## src/rtl/apb_master_bridge.sv

```systemverilog
// apb_master_bridge: single-outstanding request/response port to APB3 master,
// with one-hot slave decode, decode-error responses and an ACCESS-phase timeout.
module apb_master_bridge #(
    parameter int ADDR_WIDTH     = 32,
    parameter int DATA_WIDTH     = 32,
    parameter int NUM_SLAVES     = 4,
    parameter int SEL_LSB        = 12,
    parameter int TIMEOUT_CYCLES = 16
) (
    input  logic                             clk,
    input  logic                             arstn,
    input  logic                             req_valid,
    output logic                             req_ready,
    input  logic                             req_write,
    input  logic [ADDR_WIDTH-1:0]            req_addr,
    input  logic [DATA_WIDTH-1:0]            req_wdata,
    output logic                             rsp_valid,
    output logic [DATA_WIDTH-1:0]            rsp_rdata,
    output logic                             rsp_err,
    output logic [NUM_SLAVES-1:0]            psel,
    output logic                             penable,
    output logic                             pwrite,
    output logic [ADDR_WIDTH-1:0]            paddr,
    output logic [DATA_WIDTH-1:0]            pwdata,
    input  logic [NUM_SLAVES-1:0]            pready,
    input  logic [NUM_SLAVES*DATA_WIDTH-1:0] prdata,
    input  logic [NUM_SLAVES-1:0]            pslverr
);
    localparam int SEL_W = NUM_SLAVES > 1 ? $clog2(NUM_SLAVES) : 1;
    localparam int CNT_W = TIMEOUT_CYCLES > 1 ? $clog2(TIMEOUT_CYCLES) : 1;

    typedef enum logic [1:0] {IDLE, SETUP, ACCESS} state_t;

    state_t                state;
    logic [SEL_W-1:0]      idx;
    logic [SEL_W-1:0]      req_idx;
    logic [CNT_W-1:0]      cnt;
    logic                  sel_ready;
    logic                  sel_err;
    logic                  timed_out;
    logic [DATA_WIDTH-1:0] sel_rdata;

    assign req_ready = state == IDLE;
    assign req_idx   = req_addr[SEL_LSB +: SEL_W];
    assign sel_ready = pready[idx];
    assign sel_err   = pslverr[idx];
    assign sel_rdata = prdata[int'(idx)*DATA_WIDTH +: DATA_WIDTH];
    // A slave answering on the last allowed cycle still wins over the abort.
    assign timed_out = TIMEOUT_CYCLES != 0 && cnt == CNT_W'(TIMEOUT_CYCLES - 1);

    always_ff @(posedge clk or negedge arstn) begin
        if (!arstn) begin
            state     <= IDLE;
            idx       <= '0;
            cnt       <= '0;
            psel      <= '0;
            penable   <= 1'b0;
            pwrite    <= 1'b0;
            paddr     <= '0;
            pwdata    <= '0;
            rsp_valid <= 1'b0;
            rsp_rdata <= '0;
            rsp_err   <= 1'b0;
        end else begin
            rsp_valid <= 1'b0;
            rsp_rdata <= '0;
            rsp_err   <= 1'b0;
            case (state)
                IDLE: if (req_valid) begin
                    if (int'(req_idx) >= NUM_SLAVES) begin
                        rsp_valid <= 1'b1;
                        rsp_err   <= 1'b1;
                    end else begin
                        state  <= SETUP;
                        idx    <= req_idx;
                        psel   <= NUM_SLAVES'(1) << req_idx;
                        pwrite <= req_write;
                        paddr  <= req_addr;
                        pwdata <= req_wdata;
                    end
                end
                SETUP: begin
                    state   <= ACCESS;
                    penable <= 1'b1;
                    cnt     <= '0;
                end
                ACCESS: if (sel_ready || timed_out) begin
                    state     <= IDLE;
                    psel      <= '0;
                    penable   <= 1'b0;
                    rsp_valid <= 1'b1;
                    rsp_err   <= sel_ready ? sel_err : 1'b1;
                    rsp_rdata <= sel_ready && !pwrite ? sel_rdata : '0;
                end else begin
                    cnt <= cnt + 1'b1;
                end
                default: state <= IDLE;
            endcase
        end
    end

    a_psel_onehot: assert property (@(posedge clk) disable iff (!arstn) $onehot0(psel));
    a_penable_sel: assert property (@(posedge clk) disable iff (!arstn) penable |-> |psel);
    a_stable: assert property (@(posedge clk) disable iff (!arstn)
        state == ACCESS |-> $stable(paddr) && $stable(pwrite) && $stable(pwdata));
endmodule

```

## config.mk

```make
export PLATFORM = sky130hd
export DESIGN_NAME = apb_master_bridge
export DESIGN_NICKNAME = d
export VERILOG_FILES = /design/src/rtl/apb_master_bridge.sv
export SDC_FILE = /design/constraint.sdc
export NUM_CORES = 1
export LEC_CHECK = 0
export CAP_MARGIN = 10
export CORE_AREA = 2 2 121 123
export DETAILED_ROUTE_END_ITERATION = 8
export DIE_AREA = 0 0 123 125
export DONT_BUFFER_PORTS = 1
export GPL_ROUTABILITY_DRIVEN = 1
export GPL_TIMING_DRIVEN = 0
export MAX_ROUTING_LAYER = met4
export SLEW_MARGIN = 20
export SYNTH_ARGS = -nofsm -noshare
export SYNTH_HDL_FRONTEND = slang
export SYNTH_SLANG_ARGS = --single-unit
```

## constraint.sdc

```tcl
create_clock -name clk -period 2.1 [get_ports clk]
set_clock_uncertainty 0.2 [all_clocks]
set_input_delay 0.21 -clock clk [delete_from_list [all_inputs] [get_ports clk]]
set_output_delay 0.21 -clock clk [all_outputs]
set_load 0.01 [all_outputs]
```

Word-level counts from Yosys, hierarchy flattened. Index checks and enable logic that the tools add are counted.

Output and inout port bits: 105. Register bits after elaboration: 112. Bits of input ports: 204. Word-level logic and storage cells: 54.

Muxes and demuxes: 22. Reductions and logical operators: 11. $lt $le $gt $ge: 1. Shifts and indexed selects: 2. Equal/unequal tests: 6. Add/sub/neg operators: 1.

Operators by type and width (number): $shiftx 128x8->32 (1); $mux 32 (3); $pmux 4 s2 (2); $mux 4 (3); $mux 1 (8); $reduce_and 2->1 (4); $ne 2x2->1 const B (3); $pmux 2 s3 (1); $add 4x1->4 const B (1); $bmux 1 s2 (2); $eq 4x4->1 const B (1); $mux 2 (2); $reduce_bool 2->1 (2); $shl 1x2->4 const A (1); $lt 2x3->1 const B (1); $reduce_and 3->1 (1); $eq 2x1->1 const B (1); $eq 2x2->1 const B (1); $logic_not 2->1 (1); $pmux 1 s2 (1); $logic_and 1x1->1 (1); $logic_not 1->1 (1); $logic_or 1x1->1 (1).

Longest topological paths before layout. Gate-level depths: netlist (run 1).

Word-level depth: 6. Mapped depth: 7. Depth with buffers taken out: 4.

Least setup slack after synthesis (run 1). OpenSTA, ideal clock, no wires.

Path kind: flip-flop to flip-flop. From: register, netlist name paddr[12]. To: register cnt[1]. Arrival: 1.787 ns. Period minus slack after synthesis: 2.109 ns. Required time: 1.778 ns. Path slack: -0.009 ns. Buffers on the path: 2. Setup time: 0.122 ns. Cell stages (with the launch flop): 6. Cells stage by stage: dfrtp_1 > buf_6 > mux4_2 > buf_6 > or3_1 > a32o_1.

RTL lines: end signal, assigned (line 95) `cnt <= cnt + 1'b1;`; end, declared (line 37) `logic [CNT_W-1:0] cnt;`.

==> run_results.csv, run 1 <==
group,metric,value,unit
route,first_iter_violations,163,
placed_design,gp_congestion,0.877,
cells_and_area,stdcell_count,732,
flow_run,cap_violations,0,
timing,hold_violations,110,
placed_design,portBuffers,0,
critical_path,endpoint,"cnt[1]",
timing,worst-slew-pin-transition,0.568,ns
placed_design,hpwl,11000,um
critical_path,cpPeakStageDelay,0.51,ns
route,dr.pass1.iters,4,
clock_network,root_buffer,"clkbuf_16",
clock_network,clk_pin_slew_worst_paths,0.07,ns
timing,finalSetupViolCount,30,
cells_and_area,fin_nets,749,
yosys,synth_top_area_share,0.561,
timing,maxSlewViolCount,0,
grt,overflow,0,
die,die-area,15400,um^2
die,core_area,14200,um^2
cells_and_area,n_antenna_cell,0,
cells_and_area,drive_above_1_share,0.170,
yosys,synth_area,4910,um^2
power_and_ir_drop,peakVddDrop,0.000738,V
timing,whs,-0.641,ns
clock_network,clkLatencyLatePin,0.34,ns
yosys,synth_nets,656,
power_and_ir_drop,clockPowerShare,0.192,
power_and_ir_drop,p_per_area,1360,nW/um^2
route,vias,3720,
clock_network,clockBufferDepth,2,
grt,grt_pass1_wl,21800,um
grt,grt_usage,0.197,
power_and_ir_drop,internal_power,5.43,mW
placed_design,place_ws,-0.292,ns
die,ios,309,
cells_and_area,final_cell_area,6420,um^2
yosys,ys_ff_latch,110,
yosys,syn_inst,451,
clock_network,cts_tree,"yes",
power_and_ir_drop,switching_share,0.379,
timing,final.min_clock_period,2.17,ns
grt,antenna_found_initial,0,
cells_and_area,syn_to_final_growth,30.9,%
critical_path,path_class,"reg2reg",
clock_network,cts_buffers,9,
route,postRouteAntennaNets,0,
yosys,ys_async_sr_fraction,1.00,
yosys,synth.area.top_cells,"dfrtp_1 56%, mux4_2 16%, nand2_1 15%",
yosys,synth.largest_area_cell,"dfrtp_1",
route,viasPerCell,5.08,
grt,grt_pass1_vias,4036,
worst_hold_path,hold_path.class,"in2async",
timing,setup_ws,-0.0730,ns
route,drc_errors,0,
route,drt_wl_total,15200,um
critical_path,cp_max_fo,7,
placed_design,dpl.cell_count,635,
power_and_ir_drop,switchingPower,3.32,mW
critical_path,reg2reg_from,"paddr[12]",
die,rows,44,
critical_path,path_depth,5,
timing,max_freq,460,MHz
critical_path,path_cells,"buf_6, mux4_2, buf_6, or3_4, a32o_1",
grt,grt_max_degree,111,
critical_path,path_buf_inv,2,
critical_path,worst_r2r_path_depth,5,
cells_and_area,fin_util,0.452,
route,wl_per_cell,20.8,um
critical_path,critPathTopFamily,"multiplexers",
die,initial_core_util,0.345,
clock_network,htreeDepth,3,
timing,finalSetupTns,-0.495,ns
critical_path,arrival,2.20,ns
critical_path,critPathLaunch,"paddr[12]",
placed_design,dpl_cell_area,5140,um^2
critical_path,worst-r2r-setup-slack,-0.07,ns
clock_network,cts_sinks,110,
power_and_ir_drop,power,8.74,mW
yosys,synthTopCellsByCount,"200 x nand2_1, 110 x dfrtp_1, 34 x mux4_2, 33 x nor2b_1, 17 x clkbuf_1",
timing,period_share,1.03,
timing,slew_headroom,0.621,
power_and_ir_drop,power_frac_comb,0.354,
yosys,yosysMostFrequentCell,"nand2_1",
clock_network,cts_hold_buf,76,
yosys,synth_cell_types,34,
die,fp.dieW,123,um
timing,rsz0062_at_grt,"yes",
critical_path,critPathCaptureType,"register",
yosys,synthFlopType,"dfrtp_1",
power_and_ir_drop,leakage,3.00,nW
critical_path,cp_slowest_cell,"mux4_2",
status,outcome,"finished, violations left",
yosys,yosysWarningCount,0,
yosys,avgSynthCellArea,10.9,um^2
critical_path,start_kind,"register",
status,violations,"hold timing, setup timing",
critical_path,worst_ep_required_time,2.13,ns
power_and_ir_drop,seq_power_share,0.454,
yosys,synth-edff-count,0,
die,die_h,125,um
critical_path,crit_top_cell,"buf_6",
yosys,ys_seq_area_frac,0.561,
critical_path,r2r_end,"cnt[1]",
[cell type report]
class | count | area [um^2]
fill | 1286 | 7780
sequential | 110 | 2750
multi-input combinational | 304 | 2090
timing repair buffer | 83 | 848
tap | 184 | 230
clock buffer | 9 | 225
buffer | 29 | 193
clock inverter | 6 | 63.8
inverter | 7 | 26.3
[metal layers]
layer | wire (um) | vias up | track usage
met4 | 239 | 0 | 0.0501
met2 | 8600 | 228 | 0.380
met1 | 5140 | 1801 | 0.187
met5 | 0 | - | -
met3 | 1260 | 18 | 0.0547
li1 | - | 1673 | -
[state kept, by name (all words and copies together) (netlist names)]
register,flops
pwdata,32
paddr,32
cnt,4
state,2
rsp_err,1
pwrite,1
penable,1
rsp_rdata,32
rsp_valid,1
psel,4
[how the worst min path moves through the flow]
stage                            end  slack, ns  cells after the start
final                     pwdata[28]      -0.64                      0
after global routing        paddr[4]      -0.67                      0
after floorplan               cnt[0]      -0.29                      0
after detailed placement  pwdata[28]      -0.28                      0
after CTS                  rsp_valid      -0.66                      0
after global placement    pwdata[28]      -0.28                      0
[power groups by stage]
| stage | combinational, mW | clock [mW] | sequential [mW] |
|---|---|---|---|
| finish | 3.09 | 1.68 | 3.97 |
| global placement | 2.52 | 0 | 3.98 |
| floorplan | 2.10 | 0 | 3.77 |
| CTS | 2.88 | 1.74 | 3.97 |
| global route | 3.42 | 1.82 | 4.08 |
| detailed placement | 2.62 | 0 | 4.01 |
[cell usage in the layout (no fill, tap or decap), drive strengths merged, types with 3 or more instances in the layout]
master	netlist	routed
buf	12	16
clkbuf	18	29
inv	7	7
a32oi	4	4
clkinv	0	3
dfrtp	110	110
dlygate4sd3	0	76
mux4	34	34
o21ai	6	6
nor2b	33	33
nor2	4	4
nand2	200	200
[logic make-up after synthesis]
kind of cell | count (synthesis) | share of synthesized area
and+or+nand+nor | 247 | 0.212
buffers and inverters | 37 | 0.0342
AOI/OAI and AO/OA | 20 | 0.0303
DFF | 110 | 0.561
muxes | 36 | 0.160
adders and majority gates | 1 | 0.00255
[what timing repair did]
action                                  CTS  global route
gates resized for setup                  17            33
pin swaps                                 0             0
gates cloned                              0             2
hold endpoints to repair                182           110
endpoints found under the setup margin  102            39
setup buffers                             4             1
Note: power is estimated with default switching activity, not from simulation.
==> inputs of run 2 (changes only) <==
- RECOVER_POWER: not set -> 100
- SLEW_MARGIN: 20 -> 5
==> run 2 against run 1 <==
The flow still finishes with violations (hold timing, setup timing). Worst hold slack is essentially flat. Global-route usage is the same. Routed wire length shrank 0.12%. First-iteration DRC count shrank 1.2%. Sequential power is essentially flat. Core utilization is the same. Sequential cell count is the same. Highest routed layer unchanged. Worst setup slack is essentially flat. Final area is the same. Register-to-register slack is essentially flat. Count of clock-buffer cells in the layout is the same. Cell count is the same.
==> run_results.csv, run 2 (synthesized netlist as in run 1, its figures left out) <==
group,metric,value,unit
critical_path,cp_slowest_cell,"mux4_2",
clock_network,cts_sinks,110,
worst_hold_path,hold_path.class,"in2async",
route,postRouteAntennaNets,0,
timing,setup_ws,-0.0729,ns
timing,final.min_clock_period,2.17,ns
route,drt_wl_total,15200,um
cells_and_area,drive_above_1_share,0.168,
cells_and_area,stdcell_count,732,
critical_path,path_class,"reg2reg",
status,violations,"hold timing, setup timing",
die,initial_core_util,0.345,
grt,grt_pass1_vias,4036,
critical_path,cpPeakStageDelay,0.51,ns
clock_network,clkLatencyLatePin,0.34,ns
critical_path,cp_max_fo,7,
flow_run,cap_violations,0,
route,viasPerCell,5.08,
grt,overflow,0,
clock_network,clockBufferDepth,2,
grt,antenna_found_initial,0,
timing,hold_violations,110,
timing,max_freq,460,MHz
power_and_ir_drop,leakage,3.00,nW
grt,grt_pass1_wl,21800,um
critical_path,critPathCaptureType,"register",
die,fp.dieW,123,um
route,vias,3716,
clock_network,clk_pin_slew_worst_paths,0.07,ns
placed_design,gp_congestion,0.877,
die,die_h,125,um
route,drc_errors,0,
timing,finalSetupViolCount,30,
placed_design,portBuffers,0,
clock_network,htreeDepth,3,
timing,slew_headroom,0.621,
route,wl_per_cell,20.8,um
timing,finalSetupTns,-0.500,ns
power_and_ir_drop,peakVddDrop,0.000738,V
placed_design,hpwl,11000,um
timing,rsz0062_at_grt,"yes",
die,rows,44,
route,dr.pass1.iters,4,
die,ios,309,
critical_path,start_kind,"register",
critical_path,crit_top_cell,"buf_6",
die,core_area,14200,um^2
cells_and_area,fin_nets,749,
clock_network,cts_buffers,9,
power_and_ir_drop,power,8.74,mW
cells_and_area,n_antenna_cell,0,
cells_and_area,mostFrequentLayoutCell,"nand2_1",
timing,whs,-0.641,ns
critical_path,path_cells,"buf_6, mux4_2, buf_6, or3_4, a32o_1",
grt,grt_max_degree,111,
die,die-area,15400,um^2
cells_and_area,layout_common_cells,"200 x nand2_1, 110 x dfrtp_1, 76 x dlygate4sd3_1",
timing,maxSlewViolCount,0,
placed_design,place_ws,-0.292,ns
cells_and_area,reg.largest.list,"paddr (32), pwdata (32), rsp_rdata (32)",
power_and_ir_drop,p_per_area,1360,nW/um^2
timing,worst-slew-pin-transition,0.568,ns
grt,grt_usage,0.197,
clock_network,cts_tree,"yes",
status,outcome,"finished, violations left",
critical_path,worst_ep_required_time,2.13,ns
placed_design,dpl.cell_count,635,
timing,period_share,1.03,
clock_network,root_buffer,"clkbuf_16",
clock_network,cts_hold_buf,76,
cells_and_area,syn_to_final_growth,30.9,%
critical_path,arrival,2.20,ns
cells_and_area,fin_util,0.452,
route,first_iter_violations,161,
## run 2: cell types whose count changed in the layout (fill, tap and decap cells not counted)
cell / before / now
buf_2: 3 / 2
clkbuf_2: 0 / 1
inv_1: 6 / 7
inv_2: 1 / 0
## run 2: power by group
group	internal, mW	switching, mW
Clock	0.917	0.759
Combinational	1.57	1.52
Sequential	2.94	1.03
## run 2: layout make-up
class,count,area (um^2)
Sequential cell,110,2750
Multi-Input combinational cell,304,2090
Timing Repair Buffer,83,848
Tap cell,184,230
Fill cell,1286,7780
Buffer,29,193
Clock buffer,9,225
Clock inverter,6,63.8
Inverter,7,26.3
## run 2: final timing paths
check                           from           end  slack, ns  cells after the start
setup / recovery           paddr[12]        cnt[1]      -0.07                      5
hold / removal                 arstn    pwdata[28]      -0.64                      0
setup reg to reg           paddr[12]        cnt[1]      -0.07                      5
hold reg to reg             paddr[4]      paddr[4]       0.35                      2
max in group asynchronous      arstn  rsp_rdata[0]       2.19                      0
min in group clk           prdata[3]  rsp_rdata[3]       0.02                      2
## run 2: worst max-delay path, delay by kind of cell, from the launching register on
family	cells	cell delay, ns
flip-flops	1	0.43
AND/OR/NAND/NOR	1	0.38
multiplexers	1	0.51
AO/OA/AOI/OAI	1	0.23
buffers and inverters	2	0.31
## run 2: layer usage
layer / wire length (um) / GRT usage / vias to the layer above
met4: 239 / 0.0501 / 0
met1: 5140 / 0.187 / 1798
li1: - / - / 1674
met3: 1260 / 0.0547 / 18
met5: 0 / - / -
met2: 8590 / 0.380 / 226
## run 2: per-stage QoR
stage	area [um^2]	hold WS [ns]
2_1_floorplan	4910	-0.286
3_3_place_gp	5140	-0.283
3_5_place_dp	5140	-0.283
4_1_cts	6260	-0.663
5_1_grt	6420	-0.665
6_report	6420	-0.641
## run 2: what timing repair did
action | CTS | global route
cloned | 0 | 2
resized for setup | 17 | 33
setup endpoints to repair | 102 | 39
setup buffers | 4 | 1
endpoints found under the hold margin | 182 | 110
==> inputs of run 3 (changes only) <==
- SKIP_CTS_REPAIR_TIMING: not set -> 1
- SKIP_LAST_GASP: not set -> 1
==> run 3 against run 2 <==
The flow still finishes with violations (hold timing, setup timing). Register-to-register slack hardly changed. Worst setup slack improved by 0.014 ns. Final area fell by 1.7%. Global-route usage shrank 1.4 points. Count of clock-buffer cells in the layout did not move. Die area unchanged. Via count down 1.6%. First-iteration DRC count down 5.0%. Fmax up 0.63%. Critical path depth unchanged. Sequential power hardly changed.
==> run_results.csv, run 3 (synthesized netlist as in run 1, its figures left out) <==
group,metric,value,unit
critical_path,worst_ep_required_time,2.13,ns
critical_path,critPathCaptureType,"register",
cells_and_area,reg.largest.list,"paddr (32), pwdata (32), rsp_rdata (32)",
route,drc_errors,0,
critical_path,start_kind,"register",
cells_and_area,stdcell_count,723,
power_and_ir_drop,leakage,2.95,nW
cells_and_area,fin_nets,740,
power_and_ir_drop,switchingPower,3.28,mW
clock_network,cts_tree,"yes",
status,outcome,"finished, violations left",
timing,worst-slew-pin-transition,0.569,ns
power_and_ir_drop,peakVddDrop,0.000665,V
placed_design,dpl_cell_area,5140,um^2
placed_design,dpl.cell_count,635,
die,die_h,125,um
critical_path,cp_max_fo,7,
power_and_ir_drop,power,8.72,mW
clock_network,root_buffer,"clkbuf_16",
timing,finalSetupViolCount,23,
cells_and_area,n_antenna_cell,0,
die,initial_core_util,0.345,
route,first_iter_violations,153,
placed_design,portBuffers,0,
grt,grt_max_degree,111,
critical_path,worst_r2r_path_depth,5,
timing,rsz0062_at_grt,"yes",
clock_network,cts_buffers,9,
route,postRouteAntennaNets,0,
grt,antenna_found_initial,0,
timing,final.min_clock_period,2.16,ns
cells_and_area,mostFrequentLayoutCell,"nand2_1",
power_and_ir_drop,p_per_area,1380,nW/um^2
grt,grt_usage,0.183,
power_and_ir_drop,switching_share,0.377,
power_and_ir_drop,seq_power_share,0.456,
clock_network,htreeDepth,3,
critical_path,reg2reg_from,"paddr[12]",
power_and_ir_drop,internal_power,5.43,mW
route,drt_wl_total,15000,um
die,ios,309,
power_and_ir_drop,clockPowerShare,0.192,
placed_design,hpwl,11000,um
cells_and_area,fin_util,0.445,
cells_and_area,layout_common_cells,"200 x nand2_1, 109 x dfrtp_1, 65 x dlygate4sd3_1",
critical_path,arrival,2.19,ns
cells_and_area,drive_above_1_share,0.178,
die,rows,44,
die,die-area,15400,um^2
clock_network,clk_pin_slew_worst_paths,0.07,ns
worst_hold_path,hold_path.class,"in2async",
grt,grt_pass1_vias,3603,
placed_design,place_ws,-0.292,ns
critical_path,path_class,"reg2reg",
timing,setup_ws,-0.0592,ns
route,wl_per_cell,20.8,um
cells_and_area,syn_to_final_growth,28.8,%
cells_and_area,final_cell_area,6320,um^2
timing,whs,-0.642,ns
clock_network,clkLatencyLatePin,0.34,ns
critical_path,worst-r2r-setup-slack,-0.06,ns
timing,maxSlewViolCount,0,
grt,grt_pass1_wl,20200,um
route,dr.pass1.iters,6,
timing,hold_violations,110,
route,viasPerCell,5.06,
clock_network,clockBufferDepth,2,
status,violations,"hold timing, setup timing",
placed_design,gp_congestion,0.877,
power_and_ir_drop,power_frac_comb,0.352,
route,vias,3657,
timing,period_share,1.03,
die,core_area,14200,um^2
timing,max_freq,463,MHz
flow_run,cap_violations,0,
clock_network,cts_sinks,110,
die,fp.dieW,123,um
timing,slew_headroom,0.621,
grt,overflow,0,
timing,finalSetupTns,-0.354,ns
critical_path,r2r_end,"cnt[1]",
-- run 3: cell count changes in the layout (fill, tap and decap cells not counted), moves of 2 or more --
cell,change
clkbuf_1,-2
clkbuf_2,+2
dlygate4sd3_1,-11
nor2b_4,-2
-- run 3: cell type report --
class                   instances  area [um^2]
repair buffers                 74          753
well taps                     184          230
multi-input cells             304         2070
plain buffers                  29          196
flip-flops and latches        110         2750
clock buffers                   9          225
inverters                       7         26.3
fillers                      1302         7890
clock inverters                 6         63.8
-- run 3: worst max-delay path by stage --
stage | cells after the start | to | slack [ns] | start
after floorplan | 5 | cnt[1] | 0.005 | paddr[12]
after global placement | 6 | paddr[20] | -0.24 | state[0]
after detailed placement | 7 | pwdata[24] | -0.29 | state[0]
after CTS | 7 | pwdata[24] | -0.32 | state[0]
after global routing | 5 | cnt[1] | -0.09 | paddr[12]
final | 5 | cnt[1] | -0.06 | paddr[12]
-- run 3: worst max-delay path, cell delays in order (launching register included) --
cell	delay [ns]
dfrtp_2	0.42
buf_12	0.14
mux4_2	0.51
buf_6	0.15
or3_4	0.39
a32o_1	0.23
-- run 3: power by group through the flow --
stage / clock (mW) / sequential (mW) / combinational (mW)
after floorplan: 0 / 3.77 / 2.10
after global placement: 0 / 3.98 / 2.52
after detailed placement: 0 / 4.01 / 2.62
after CTS: 1.74 / 3.97 / 2.62
after global routing: 1.82 / 4.07 / 3.39
final: 1.68 / 3.97 / 3.06
-- run 3: layer usage --
layer | track usage | vias up | routed length [um]
met2 | 0.340 | 226 | 8430
met3 | 0.0584 | 18 | 1290
met5 | - | - | 0
met4 | 0.0434 | 0 | 209
met1 | 0.182 | 1761 | 5100
li1 | - | 1652 | -
